`src/rtl/seq_det_pkg.sv`:
```
// seq_det_pkg: shared types, default sizes and helpers for the serial
// pattern detector (seq_detector and its sub-modules).
// Contents:
//   state_t     - detector FSM states (UNCONFIG, RUN)
//   DEF_PAT_W   - default maximum pattern length in bits
//   DEF_CNT_W   - default match-counter width (SEQ_DET_CNT_EN builds)
//   clamp_len() - limits a requested pattern length to the supported maximum
package seq_det_pkg;

  typedef enum logic {
    UNCONFIG = 1'b0,
    RUN      = 1'b1
  } state_t;

  localparam int unsigned DEF_PAT_W = 8;
  localparam int unsigned DEF_CNT_W = 8;

  function automatic int unsigned clamp_len(input int unsigned len,
                                            input int unsigned max_len);
    return (len > max_len) ? max_len : len;
  endfunction

endpackage

```
`src/rtl/seq_detector_if.sv`:
```
// seq_detector_if: configuration/stream/result bundle of seq_detector.
// Optional macro: SEQ_DET_CNT_EN adds the match_cnt signal.
// Signals:
//   load       capture pat_in/len_in this cycle
//   pat_in     [PAT_W] pattern, bit len-1 is the earliest bit
//   len_in     [LEN_W] pattern length (0 = unconfigure, >PAT_W clamps)
//   overlap    1 = overlapping detection, 0 = restart after a match
//   valid      In is meaningful this cycle
//   In         serial data bit
//   Out        registered one-cycle match pulse
//   configured a legal pattern is loaded
//   match_cnt  [CNT_W] saturating match count (SEQ_DET_CNT_EN only)
// Modports: master = stream source/controller, slave = detector.
interface seq_detector_if
  import seq_det_pkg::*;
#(
  parameter int unsigned PAT_W = DEF_PAT_W,
  parameter int unsigned CNT_W = DEF_CNT_W
) ();

  localparam int unsigned LEN_W = $clog2(PAT_W + 1);

  if (PAT_W < 2 || CNT_W < 1) begin : g_bad_param
    $error("seq_detector_if: PAT_W must be >= 2 and CNT_W >= 1");
  end

  logic             load;
  logic [PAT_W-1:0] pat_in;
  logic [LEN_W-1:0] len_in;
  logic             overlap;
  logic             valid;
  logic             In;
  logic             Out;
  logic             configured;
`ifdef SEQ_DET_CNT_EN
  logic [CNT_W-1:0] match_cnt;
`endif

  modport master (
    output load, pat_in, len_in, overlap, valid, In,
    input  Out, configured
`ifdef SEQ_DET_CNT_EN
    , input match_cnt
`endif
  );

  modport slave (
    input  load, pat_in, len_in, overlap, valid, In,
    output Out, configured
`ifdef SEQ_DET_CNT_EN
    , output match_cnt
`endif
  );

endinterface

```
`src/rtl/seq_det_window.sv`:
```
// seq_det_window: history shift register, fill counter and masked pattern
// compare for seq_detector.
// Ports:
//   clock, reset  system clock, synchronous active-high reset
//   i_clear       clear history and fill (pattern load)
//   i_shift       accept i_bit this cycle
//   i_bit         serial data bit
//   i_overlap     1 = keep fill after a hit, 0 = restart fill
//   i_pat, i_len  active pattern and length (1..PAT_W)
//   o_hit_next    combinational: the bit being shifted now completes a match
module seq_det_window
  import seq_det_pkg::*;
#(
  parameter int unsigned PAT_W = DEF_PAT_W,
  localparam int unsigned LEN_W = $clog2(PAT_W + 1)
) (
  input  logic             clock,
  input  logic             reset,
  input  logic             i_clear,
  input  logic             i_shift,
  input  logic             i_bit,
  input  logic             i_overlap,
  input  logic [PAT_W-1:0] i_pat,
  input  logic [LEN_W-1:0] i_len,
  output logic             o_hit_next
);

  logic [PAT_W-1:0] r_hist;
  logic [PAT_W-1:0] w_hist_next;
  logic [PAT_W-1:0] w_mask;
  logic [LEN_W-1:0] r_fill;
  logic [LEN_W-1:0] w_fill_inc;
  logic [LEN_W-1:0] w_fill_next;
  logic             w_hit;

  always_comb begin
    w_hist_next = {r_hist[PAT_W-2:0], i_bit};
    // Saturate explicitly: PAT_W may equal 2**LEN_W-1, so +1 could wrap.
    w_fill_inc  = (r_fill == LEN_W'(PAT_W)) ? r_fill : r_fill + 1'b1;
    w_mask      = '0;
    for (int unsigned k = 0; k < PAT_W; k++) begin
      w_mask[k] = (k < 32'(i_len));
    end
    w_hit       = (w_fill_inc >= i_len) &&
                  (((w_hist_next ^ i_pat) & w_mask) == '0);
    // Non-overlapping mode needs len fresh bits before the next match.
    w_fill_next = (w_hit && !i_overlap) ? '0 : w_fill_inc;
  end

  assign o_hit_next = i_shift && w_hit;

  always_ff @(posedge clock) begin
    if (reset || i_clear) begin
      r_hist <= '0;
      r_fill <= '0;
    end else if (i_shift) begin
      r_hist <= w_hist_next;
      r_fill <= w_fill_next;
    end
  end

endmodule

```
`src/rtl/seq_detector.sv`:
```
// seq_detector: runtime-loadable serial pattern detector (1..PAT_W bits,
// MSB-first), overlapping or restart-after-match, registered match pulse.
// Optional macro: SEQ_DET_CNT_EN adds a saturating match counter.
// Ports:
//   clock  system clock, all state on rising edge
//   reset  synchronous active-high reset, wins over everything
//   bus    seq_detector_if.slave (load/pattern/stream in, Out/configured/
//          match_cnt out)
module seq_detector
  import seq_det_pkg::*;
#(
  parameter int unsigned PAT_W = DEF_PAT_W,
  parameter int unsigned CNT_W = DEF_CNT_W
) (
  input logic           clock,
  input logic           reset,
  seq_detector_if.slave bus
);

  localparam int unsigned LEN_W = $clog2(PAT_W + 1);

  if (PAT_W < 2 || CNT_W < 1) begin : g_bad_param
    $error("seq_detector: PAT_W must be >= 2 and CNT_W >= 1");
  end

  state_t           r_state;
  state_t           w_state_next;
  logic [PAT_W-1:0] r_pat;
  logic [PAT_W-1:0] w_pat_next;
  logic [LEN_W-1:0] r_len;
  logic [LEN_W-1:0] w_len_next;
  logic [LEN_W-1:0] w_len_clamped;
  logic             r_out;
  logic             w_out_next;
  logic             w_shift;
  logic             w_hit_next;

  assign w_len_clamped = LEN_W'(clamp_len(32'(bus.len_in), PAT_W));

  always_ff @(posedge clock) begin
    if (reset) begin
      r_state <= UNCONFIG;
      r_pat   <= '0;
      r_len   <= '0;
      r_out   <= 1'b0;
    end else begin
      r_state <= w_state_next;
      r_pat   <= w_pat_next;
      r_len   <= w_len_next;
      r_out   <= w_out_next;
    end
  end

  always_comb begin
    w_state_next = r_state;
    w_pat_next   = r_pat;
    w_len_next   = r_len;
    w_out_next   = 1'b0;
    w_shift      = 1'b0;
    if (bus.load) begin
      w_pat_next   = bus.pat_in;
      w_len_next   = w_len_clamped;
      w_state_next = (w_len_clamped == '0) ? UNCONFIG : RUN;
    end else begin
      unique case (r_state)
        UNCONFIG: ;
        RUN: begin
          w_shift    = bus.valid;
          w_out_next = w_hit_next;
        end
        default: w_state_next = UNCONFIG;
      endcase
    end
  end

  seq_det_window #(
    .PAT_W(PAT_W)
  ) u_window (
    .clock     (clock),
    .reset     (reset),
    .i_clear   (bus.load),
    .i_shift   (w_shift),
    .i_bit     (bus.In),
    .i_overlap (bus.overlap),
    .i_pat     (r_pat),
    .i_len     (r_len),
    .o_hit_next(w_hit_next)
  );

  assign bus.Out        = r_out;
  assign bus.configured = (r_state == RUN);

`ifdef SEQ_DET_CNT_EN
  logic [CNT_W-1:0] r_cnt;

  always_ff @(posedge clock) begin
    if (reset || bus.load) begin
      r_cnt <= '0;
    end else if (w_out_next && (r_cnt != '1)) begin
      r_cnt <= r_cnt + 1'b1;
    end
  end

  assign bus.match_cnt = r_cnt;
`endif

endmodule

```
`src/flat_wrapper.sv`:
```
// flat-port wrapper written by rule: the top's interface ports become plain ports
module seq_detector_flat import seq_det_pkg::*;
#(
  parameter int unsigned PAT_W = DEF_PAT_W,
  parameter int unsigned CNT_W = DEF_CNT_W
)
  (clock, reset, bus_load, bus_pat_in, bus_len_in, bus_overlap, bus_valid, bus_In, bus_Out, bus_configured);
  seq_detector_if #(.PAT_W(PAT_W), .CNT_W(CNT_W)) bus_i ();
  input logic clock;
  input logic reset;
  input wire logic [$bits(bus_i.load)-1:0] bus_load;
  input wire logic [$bits(bus_i.pat_in)-1:0] bus_pat_in;
  input wire logic [$bits(bus_i.len_in)-1:0] bus_len_in;
  input wire logic [$bits(bus_i.overlap)-1:0] bus_overlap;
  input wire logic [$bits(bus_i.valid)-1:0] bus_valid;
  input wire logic [$bits(bus_i.In)-1:0] bus_In;
  output wire logic [$bits(bus_i.Out)-1:0] bus_Out;
  output wire logic [$bits(bus_i.configured)-1:0] bus_configured;
  assign bus_i.load = bus_load;
  assign bus_i.pat_in = bus_pat_in;
  assign bus_i.len_in = bus_len_in;
  assign bus_i.overlap = bus_overlap;
  assign bus_i.valid = bus_valid;
  assign bus_i.In = bus_In;
  assign bus_Out = bus_i.Out;
  assign bus_configured = bus_i.configured;
  seq_detector #(.PAT_W(PAT_W), .CNT_W(CNT_W)) u_core (.clock(clock), .reset(reset), .bus(bus_i));
endmodule
```
`config.mk`:
```
export PLATFORM = sky130hd
export DESIGN_NAME = seq_detector_flat
export DESIGN_NICKNAME = d
export VERILOG_FILES = /design/src/rtl/seq_det_pkg.sv /design/src/rtl/seq_detector_if.sv /design/src/rtl/seq_det_window.sv /design/src/rtl/seq_detector.sv /design/src/flat_wrapper.sv
export SDC_FILE = /design/constraint.sdc
export NUM_CORES = 1
export LEC_CHECK = 0
export ABC_CLOCK_PERIOD_IN_PS = 5500
export BUFFER_PORTS_ARGS = -buffer_cell sky130_fd_sc_hd__buf_2
export CAP_MARGIN = 20
export CORE_UTILIZATION = 45
export CTS_CLUSTER_DIAMETER = 150
export CTS_CLUSTER_SIZE = 16
export DETAILED_ROUTE_END_ITERATION = 8
export HOLD_SLACK_MARGIN = 0.15
export PLACE_DENSITY = 0.66
export SYNTH_ARGS = -nofsm -noshare
export SYNTH_HDL_FRONTEND = slang
export SYNTH_SLANG_ARGS = --single-unit
```
`constraint.sdc`:
```
create_clock -name clock -period 5.5 [get_ports clock]
set_clock_uncertainty 0.05 [all_clocks]
set_input_delay 0.275 -clock clock [delete_from_list [all_inputs] [get_ports clock]]
set_output_delay 0.275 -clock clock [all_outputs]
set_load 0.01 [all_outputs]
```
==> out/metrics.cfg, run 1 <==
[die]
die_y_um = 55.0
coreArea_um2 = 2570
die-area_um2 = 3020
start_util_pct = 49.2
row_count = 18
die_w_um = 55.0
ioPinCount = 20

[worst_setup_path]
cp.arrival_ns = 2.36
required_ns = 5.67
crit_fanout = 5
cp-start-kind = flip-flop
crit_path_end_kind = flip-flop
critPathKind = flip-flop to flip-flop

[yosys]
synth_area_per_cell_um2 = 8.83
netlist.area_leader.share_pct = 39.6
yosysMostFrequentCell = dfxtp_1
yosysWarnings = 0
synth_top_cells_by_count = dfxtp_1 (25), nand2_1 (18), nor2_1 (18)
ys_seq_area_share_pct = 39.6
async_reset_ff_share_pct = 0
synth_flop_cell = dfxtp_1
synth_area_leaders = dfxtp_1 (40%), mux2i_1 (7.9%), xnor2_1 (6.2%)
syn_area_um2 = 1260
synthesis.nets = 167
synth.distinct_cells = 34
syn_inst = 143
synth_edf_count = 0
yosys.area.top_type = dfxtp_1
ys_ff_latch = 25

[global_route]
grt_max_degree = 16
grt_use_total_pct = 19.7
grt_pass1_wl_mm = 4.14
overflow = 0
grt_pass1_vias = 998
antenna_found_initial = 0

[clock_network]
clock-sinks = 25
cts.clk_slew.worst_paths_ns = 0.13
cts_buffers = 3
cts_tree = done
clock_latency_ns = 0.31
htree_num_levels = 1
clock_path_buffers = 2
cts_root_buf = clkbuf_4

[pwr]
max-vdd-ir-drop_v = 0.000166
power.leakage_nw = 0.586
powerDensity_nw_per_um2 = 216

[detailed_routing]
drtAntennaViolNets = 0
routed_wl_mm = 2.56
dr_total_vias = 1060
wl_per_cell_um = 12.7
drt_first_pass_iters = 4
drc = 0
drt_iter0_markers = 11
vias_per_cell = 5.27

[placed_design]
globalplace.congestion = 0.770
portBuffers = 19
pre_cts_ws_ns = 3.35
dpl.hpwl_mm = 1.86

[min_path]
hp-class = primary input to flip-flop

[sta]
tightest_slew_ns = 0.391
fin_crit_sh_pct = 39.7
drv_slew = 0
grt_setup_unrepaired = false
setup_ws_ns = 3.31
finalSetupViolCount = 0
final.setup.tns_ns = 0
fmax_ghz = 0.458
relSlewSlack_pct = 73.8
period_needed_ns = 2.19
finalHoldViolCount = 0

[cells_and_area]
area_delta_synth_final_pct = 18.4
final_core_util_pct = 58.2
n_antenna_cell = 0
drive_gt1_share_pct = 15.2
layout.nets = 196

[run]
maxCapViolCount = 0

[outcome]
status = completed

## kinds of logic after synthesis
| group | synth area share, % |
|---|---|
| AO/OA/AOI/OAI | 16.6 |
| multiplexers | 7.93 |
| adder cells (fa/ha/maj) | 5.95 |
| AND/OR/NAND/NOR | 18.3 |
| XOR/XNOR | 6.94 |
| flip-flops | 39.6 |
| buffers and inverters | 4.66 |
## power by group
group / internal [mW] / leakage (nW) / total [mW] / switching, mW
combinational: 0.0249 / 0.367 / 0.0498 / 0.0249
clock: 0.0284 / 0.0150 / 0.0800 / 0.0516
sequential: 0.187 / 0.204 / 0.193 / 0.00579
total: 0.240 / 0.586 / 0.322 / 0.0823
## area by class of cell
| cell class | instances | area [µm²] |
|---|---|---|
| inverter | 6 | 22.5 |
| fill | 247 | 1070 |
| timing repair buffer | 30 | 205 |
| tap | 30 | 37.5 |
| clock buffer | 4 | 26.3 |
| multi-input combinational | 106 | 703 |
| sequential | 25 | 500 |
## final timing paths
kind | start | to | slack [ns] | cells after the start
max reg2reg | u_core.u_window.r_fill[0]$_SDFFE_PP0P_ | u_core.u_window.r_fill[0]$_SDFFE_PP0P_ | 3.31 | 11
max | u_core.u_window.r_fill[0]$_SDFFE_PP0P_ | u_core.u_window.r_fill[0]$_SDFFE_PP0P_ | 3.31 | 11
min reg2reg | u_core.u_window.r_hist[6]$_SDFFE_PP0P_ | u_core.u_window.r_hist[6]$_SDFFE_PP0P_ | 0.43 | 2
min | bus_pat_in[0] | u_core.r_pat[0]$_SDFFE_PP0P_ | 0.17 | 3
## what timing repair did
action                    in CTS  in global routing
buffers inserted               0                  0
gates resized for setup        0                  0
hold endpoints to repair      11                  0
hold buffers                  11                  0
## layer usage
layer	GRT usage [%]	part of all wire [%]	up-vias
met5	0	0	-
met2	34.9	48	19
met3	3.28	3.0	4
met1	23.5	48	483
li1	-	-	554
met4	7.50	1.2	0
## through the flow
step	cell area, µm²	hold slack, ns	power, mW	std cells
3_3_place_gp	1360	0.411	0.239	186
3_5_place_dp	1360	0.412	0.240	186
6_report	1500	0.172	0.322	201
4_1_cts	1500	0.151	0.327	201
2_1_floorplan	1260	0.297	0.227	143
5_1_grt	1500	0.165	0.339	201
## worst max-delay path, cell delays in order, from the launching register on
cell and delay, ns:
dfxtp_1 0.41, inv_1 0.09, ha_1 0.20, nand2_1 0.08, nand2_1 0.05, mux2i_1 0.22, ha_1 0.22, o21a_1 0.13
o22ai_1 0.09, a21oi_2 0.14, nand3_2 0.14, o31a_1 0.26
## placed cells by master (no fill, tap or decap), drive strengths merged, types with 4 or more instances in the layout
master / synthesis / layout
dfxtp: 25 / 25
buf: 4 / 19
nand2: 18 / 18
nor2: 18 / 18
dlygate4sd3: 0 / 11
a21oi: 11 / 11
mux2i: 10 / 10
xnor2: 9 / 9
inv: 6 / 6
ha: 6 / 6
o22ai: 4 / 4
nor3: 4 / 4
clkbuf: 2 / 4
## registers in the layout, indices dropped and copies added, names as in the netlist
register                cells
u_core.bus.Out              1
u_core.bus.configured       1
u_core.r_len                4
u_core.r_pat                8
u_core.u_window.r_fill      4
u_core.u_window.r_hist      7
No activity file was read; power rests on OpenSTA's default activity.
==> inputs of run 2 (changes only) <==
- ABC_CLOCK_PERIOD_IN_PS: 5500 -> 2000
- PLACE_DENSITY: 0.66 -> 0.68
- clock period: 5.5 -> 2 ns (I/O delays scaled with it)
==> run 2 against run 1 <==
Net effect:
- the flow now finishes with violations (negative setup slack)
- clock power grew to 2.9 times the previous value
- routed wire length increased by 17%
- core utilization grew 10 points
- worst hold slack improved by 0.029 ns
- largest power group unchanged
- design area up 18%
==> out/metrics.cfg, run 2 (synthesis gave the netlist of run 1 again) <==
[global_route]
grt_max_degree = 15
grt_use_total_pct = 22.6
overflow = 0
grt_pass1_vias = 1138
grt_pass1_wl_mm = 4.78
antenna_found_initial = 0

[cells_and_area]
layout.nets = 218
top_regs = u_core.r_pat x8, u_core.u_window.r_hist x7
multi_input_comb_area_um2 = 753
layout_common_cells = dlygate4sd3_1 (28), dfxtp_1 (20), buf_2 (19), nor2_1 (17), nand2_1 (16)
largest_register_ffs = 8
area_delta_synth_final_pct = 39.3
fillers = 210
n_antenna_cell = 0
regMostFlops = u_core.r_pat
final_common_cell = dlygate4sd3_1
final_core_util_pct = 68.5
drive_gt1_share_pct = 23.8
regArea_um2 = 507
stdcell_area_um2 = 1760

[worst_setup_path]
crit_chain = buf_4 > ha_4 > nand2_2 > mux2i_2 > ha_2 > o21a_1 > o22ai_2 > a21oi_2 > nand3_2 > o31a_1
critPathKind = flip-flop to flip-flop
critPathMaxStageDelay_ns = 0.35
crit_path_end_kind = flip-flop
cp-start-kind = flip-flop
cp_slowest_cell = dfxtp_2
cp.arrival_ns = 2.18
crit_fanout = 5
required_ns = 2.17

[placed_design]
placed_cell_area_um2 = 1390
globalplace.congestion = 0.788
portBuffers = 19
pre_cts_ws_ns = 0.0251
dpl.hpwl_mm = 1.90

[sta]
period_needed_ns = 2.01
fmax_ghz = 0.497
tightest_slew_ns = 0.411
holdWs_ns = 0.201
finalSetupViolCount = 1
relSlewSlack_pct = 72.5
finalHoldViolCount = 0
setup_ws_ns = -0.0122
drv_slew = 0
final.setup.tns_ns = -0.0122
fin_crit_sh_pct = 101
grt_setup_unrepaired = true

[clock_network]
cts.clk_slew.worst_paths_ns = 0.13
htree_num_levels = 1
cts_root_buf = clkbuf_4
clock_path_buffers = 2
clock_latency_ns = 0.32
clock-sinks = 25
cts_buffers = 3
cts_tree = done

[outcome]
status = finished, violations left
failed_checks = negative setup slack

[die]
start_util_pct = 49.2
die_w_um = 55.0
die_y_um = 55.0
coreArea_um2 = 2570
ioPinCount = 20
row_count = 18
die-area_um2 = 3020

[detailed_routing]
vias_per_cell = 5.33
drt_first_pass_iters = 4
drtAntennaViolNets = 0
wl_per_cell_um = 13.4
drt_iter0_markers = 21
routed_wl_mm = 3.00
drc = 0
dr_total_vias = 1189

[run]
maxCapViolCount = 0

[pwr]
max-vdd-ir-drop_v = 0.000438
powerDensity_nw_per_um2 = 531
power.leakage_nw = 0.710

[min_path]
hp-class = primary input to flip-flop

==> run 2: cell count changes in the layout (fill, tap and decap cells not counted), moves of 2 or more <==
cell / change
dlygate4sd3_1: +17
buf_4: +5
dfxtp_1: -5
inv_1: -2
nand2_1: -2
ha_1: -3
ha_4: +2
inv_2: +2
dfxtp_2: +5
==> run 2: per-layer routing <==
layer	up-vias	wire, µm	global-route usage, %
li1	600	-	-
met2	24	1560	42.2
met5	-	0	0
met4	0	22	7.92
met3	4	92	3.01
met1	561	1330	25.9
==> run 2: final cells by class <==
cell class	count	area share (%)
multi-input cells	106	42.8
clock buffers	4	1.49
inverters	6	1.28
repair buffers	52	23.5
well taps	30	2.13
flip-flops and latches	25	28.8
==> run 2: worst paths after layout <==
kind	start	endpoint	slack (ns)	depth (start not counted)
setup / recovery	u_core.u_window.r_fill[0]$_SDFFE_PP0P_	u_core.u_window.r_fill[0]$_SDFFE_PP0P_	-0.01	10
hold / removal	bus_len_in[3]	u_core.bus.configured$_SDFFE_PP0P_	0.20	4
setup reg to reg	u_core.u_window.r_fill[0]$_SDFFE_PP0P_	u_core.u_window.r_fill[0]$_SDFFE_PP0P_	-0.01	10
hold reg to reg	u_core.u_window.r_hist[6]$_SDFFE_PP0P_	u_core.u_window.r_hist[6]$_SDFFE_PP0P_	0.44	2
==> run 2: power by group <==
part	internal [mW]	leakage (nW)	switching, mW	total, mW
clock	0.0779	0.0150	0.152	0.230
combinational	0.0966	0.489	0.0791	0.176
sequential	0.515	0.206	0.0144	0.529
total	0.689	0.710	0.246	0.935
==> run 2: through the flow <==
step           instances  total power [mW]
2_1_floorplan        143             0.625
6_report             223             0.935
3_3_place_gp         190             0.661
5_1_grt              223             0.980
4_1_cts              223             0.930
3_5_place_dp         190             0.664
==> run 2: timing repair <==
action | CTS | global route
endpoints found under the hold margin | 18 | 0
hold buffers | 29 | 0
buffers inserted | 0 | 1
resized for setup | 0 | 18
endpoints found under the setup margin | 0 | 8
==> run 2: worst max-delay path, delay by kind of cell, from the launching register on <==
| family | cells | cell delay [ns] |
|---|---|---|
| multiplexers | 1 | 0.07 |
| adder cells (fa/ha/maj) | 2 | 0.48 |
| flip-flops | 1 | 0.35 |
| AO/OA/AOI/OAI | 4 | 0.64 |
| buffers and inverters | 1 | 0.15 |
| AND/OR/NAND/NOR | 2 | 0.19 |
==> inputs of run 3 (changes only) <==
- ABC_AREA: unset -> 1
- CTS_BUF_LIST: unset -> sky130_fd_sc_hd__clkbuf_8 sky130_fd_sc_hd__clkbuf_16
==> run 3 against run 2 <==
Net effect:
- the run now ends clean
- synthesized cell count grew 25%
- first-iteration DRC count is 100% higher
- synthesized area increased by 3.4%
- via count grew 6.7%
==> out/metrics.cfg, run 3 <==
[worst_setup_path]
cp.arrival_ns = 2.01
cp-start-kind = flip-flop
crit_fanout = 4
required_ns = 2.10
crit_path_end_kind = flip-flop
critPathKind = flip-flop to flip-flop

[placed_design]
portBuffers = 19
placed_cell_area_um2 = 1430
globalplace.congestion = 0.791
dp_cells = 226
dpl.hpwl_mm = 2.11
pre_cts_ws_ns = 0.00434

[sta]
period_needed_ns = 1.91
holdWs_ns = 0.171
setup_ws_ns = 0.0850
tightest_slew_ns = 0.815
finalSetupViolCount = 0
relSlewSlack_pct = 45.5
fin_crit_sh_pct = 95.7
fmax_ghz = 0.522
drv_slew = 0
finalHoldViolCount = 0

[yosys]
yosys.area_share.simple_pct = 25.5
synth_top_family_by_area = simple AND/OR/NAND/NOR gates
synth_top_cells_by_count = nand2_1 (36), dfxtp_1 (25), inv_1 (22)
synthAdderAreaFrac_pct = 5.75
syn_inst = 179
netlist.area_leader.share_pct = 38.4
ys_ff_latch = 25
yosysMostFrequentCell = nand2_1
synth_edf_count = 0
async_reset_ff_share_pct = 0
synth.distinct_cells = 24
synth_compound_area_share_pct = 18.9
synth_flop_cell = dfxtp_1
synth-xor-area-share_pct = 2.68
yosys.area.top_type = dfxtp_1
synth_area_leaders = dfxtp_1 (38%), nand2_1 (10%), a21oi_1 (7.3%)
synth_mux_area_share_pct = 0
ys_seq_area_share_pct = 38.4
syn_area_um2 = 1310
yosysWarnings = 0
synth_area_per_cell_um2 = 7.29
synthesis.nets = 203

[detailed_routing]
drt_first_pass_iters = 4
drtAntennaViolNets = 0
drc = 0
routed_wl_mm = 3.15
vias_per_cell = 5.14
drt_iter0_markers = 43
wl_per_cell_um = 12.8
dr_total_vias = 1269

[clock_network]
cts_tree = done
htree_num_levels = 1
clock-sinks = 25
cts_buffers = 3
clock_path_buffers = 2
cts.clk_slew.worst_paths_ns = 0.08
clock_latency_ns = 0.27
cts_root_buf = clkbuf_8

[min_path]
hp-class = primary input to flip-flop

[run]
maxCapViolCount = 0

[pwr]
p_total_mw = 1.05
powerDensity_nw_per_um2 = 615
power_frac_seq_pct = 51.3
intPower_uw = 752
power.leakage_nw = 0.778
max-vdd-ir-drop_v = 0.000555
pwr-share-clk_pct = 28.4
p_switching_uw = 297
combPwrFrac_pct = 20.3
switching_share_pct = 28.3

[cells_and_area]
top_regs = u_core.r_pat x8, u_core.u_window.r_hist x7
final_common_cell = nand2_1
area_delta_synth_final_pct = 30.8
fillers = 257
drive_gt1_share_pct = 26.9
n_antenna_cell = 0
final_cell_count_no_fill = 247
regMostFlops = u_core.r_pat
layout.nets = 241
largest_register_ffs = 8
layout_common_cells = nand2_1 (33), dfxtp_1 (23), inv_1 (20), buf_2 (19)
stdcell_area_um2 = 1710

[global_route]
grt_pass1_vias = 1254
grt_pass1_wl_mm = 5.26
grt_max_degree = 17
antenna_found_initial = 0
overflow = 0
grt_use_total_pct = 21.5

[die]
start_util_pct = 47.3
coreArea_um2 = 2760
die-area_um2 = 3120
die_w_um = 55.9
ioPinCount = 20
row_count = 19
die_y_um = 55.9

[outcome]
status = completed

run 3: cell count changes after synthesis, sizes merged, moves of 3 or more:
cell / delta
nand3: +7
nand2: +22
a21oi: +9
a31o: -3
nor2: -3
o21ai: +22
inv: +21
mux2i: -10
o22ai: -4
xnor2: -8
run 3: worst max-delay path, stage by stage, from the launching register on:
cell	delay (ns)
dfxtp_4	0.37
inv_4	0.06
ha_4	0.13
nand2_2	0.06
nor2_4	0.13
xor2_1	0.20
inv_1	0.11
ha_4	0.17
nor2_2	0.07
o21ai_1	0.09
nand3_2	0.11
nand4_4	0.10
nand2_1	0.09
a21oi_1	0.05
run 3: layout make-up:
type | count | area [µm²] | share of cell area (%)
Multi-Input combinational cell | 124 | 747 | 43.8
Sequential cell | 25 | 508 | 29.8
Timing Repair Buffer | 36 | 263 | 15.4
Inverter | 27 | 104 | 6.09
Clock buffer | 3 | 41.3 | 2.42
Tap cell | 31 | 38.8 | 2.27
Clock inverter | 1 | 5.00 | 0.293
run 3: final timing paths:
kind	start	end	slack [ns]	cells past startpoint
min	bus_load	u_core.bus.configured$_SDFFE_PP0P_	0.17	3
max	u_core.u_window.r_fill[0]$_SDFFE_PP0P_	u_core.u_window.r_fill[3]$_SDFFE_PP0P_	0.09	13
max reg2reg	u_core.u_window.r_fill[0]$_SDFFE_PP0P_	u_core.u_window.r_fill[3]$_SDFFE_PP0P_	0.09	13
min reg2reg	u_core.r_pat[0]$_SDFFE_PP0P_	u_core.r_pat[0]$_SDFFE_PP0P_	0.43	2
run 3: logic make-up (layout without fill, tap and decap cells):
logic type,after synthesis,in the layout
AND/OR/NAND/NOR,67,67
AO/OA/AOI/OAI,47,47
buffers and inverters,30,67
flip-flops,25,25
adder cells (fa/ha/maj),6,6
XOR/XNOR,4,4
run 3: power groups by stage:
stage / combinational (mW) / clock (mW) / sequential (mW)
5_1_grt: 0.237 / 0.329 / 0.540
2_1_floorplan: 0.124 / 0 / 0.546
4_1_cts: 0.196 / 0.298 / 0.538
3_5_place_dp: 0.170 / 0 / 0.549
6_report: 0.213 / 0.298 / 0.538
3_3_place_gp: 0.165 / 0 / 0.548
run 3: metrics by stage:
stage | utilization (%) | TNS (ns)
finish | 61.9 | 0
detailed placement | 51.7 | 0
global placement | 51.7 | 0
floorplan | - | 0
global route | 61.9 | -0.108
CTS | 59.3 | 0
run 3: timing repair:
item                                    4_1_cts  5_1_grt
gates resized for setup                       2       20
pin swaps                                     0        8
buffers inserted                              0        1
hold endpoints to repair                     15        0
hold buffers                                 16        0
endpoints found under the setup margin        4        5
run 3: per-layer routing:
| metal | GRT usage (%) | share of wire, % | vias up |
|---|---|---|---|
| li1 | - | - | 650 |
| met5 | 0 | 0 | - |
| met2 | 37.3 | 52 | 16 |
| met1 | 25.8 | 44 | 596 |
| met4 | 11.8 | 2.2 | 0 |
| met3 | 2.33 | 1.4 | 7 |
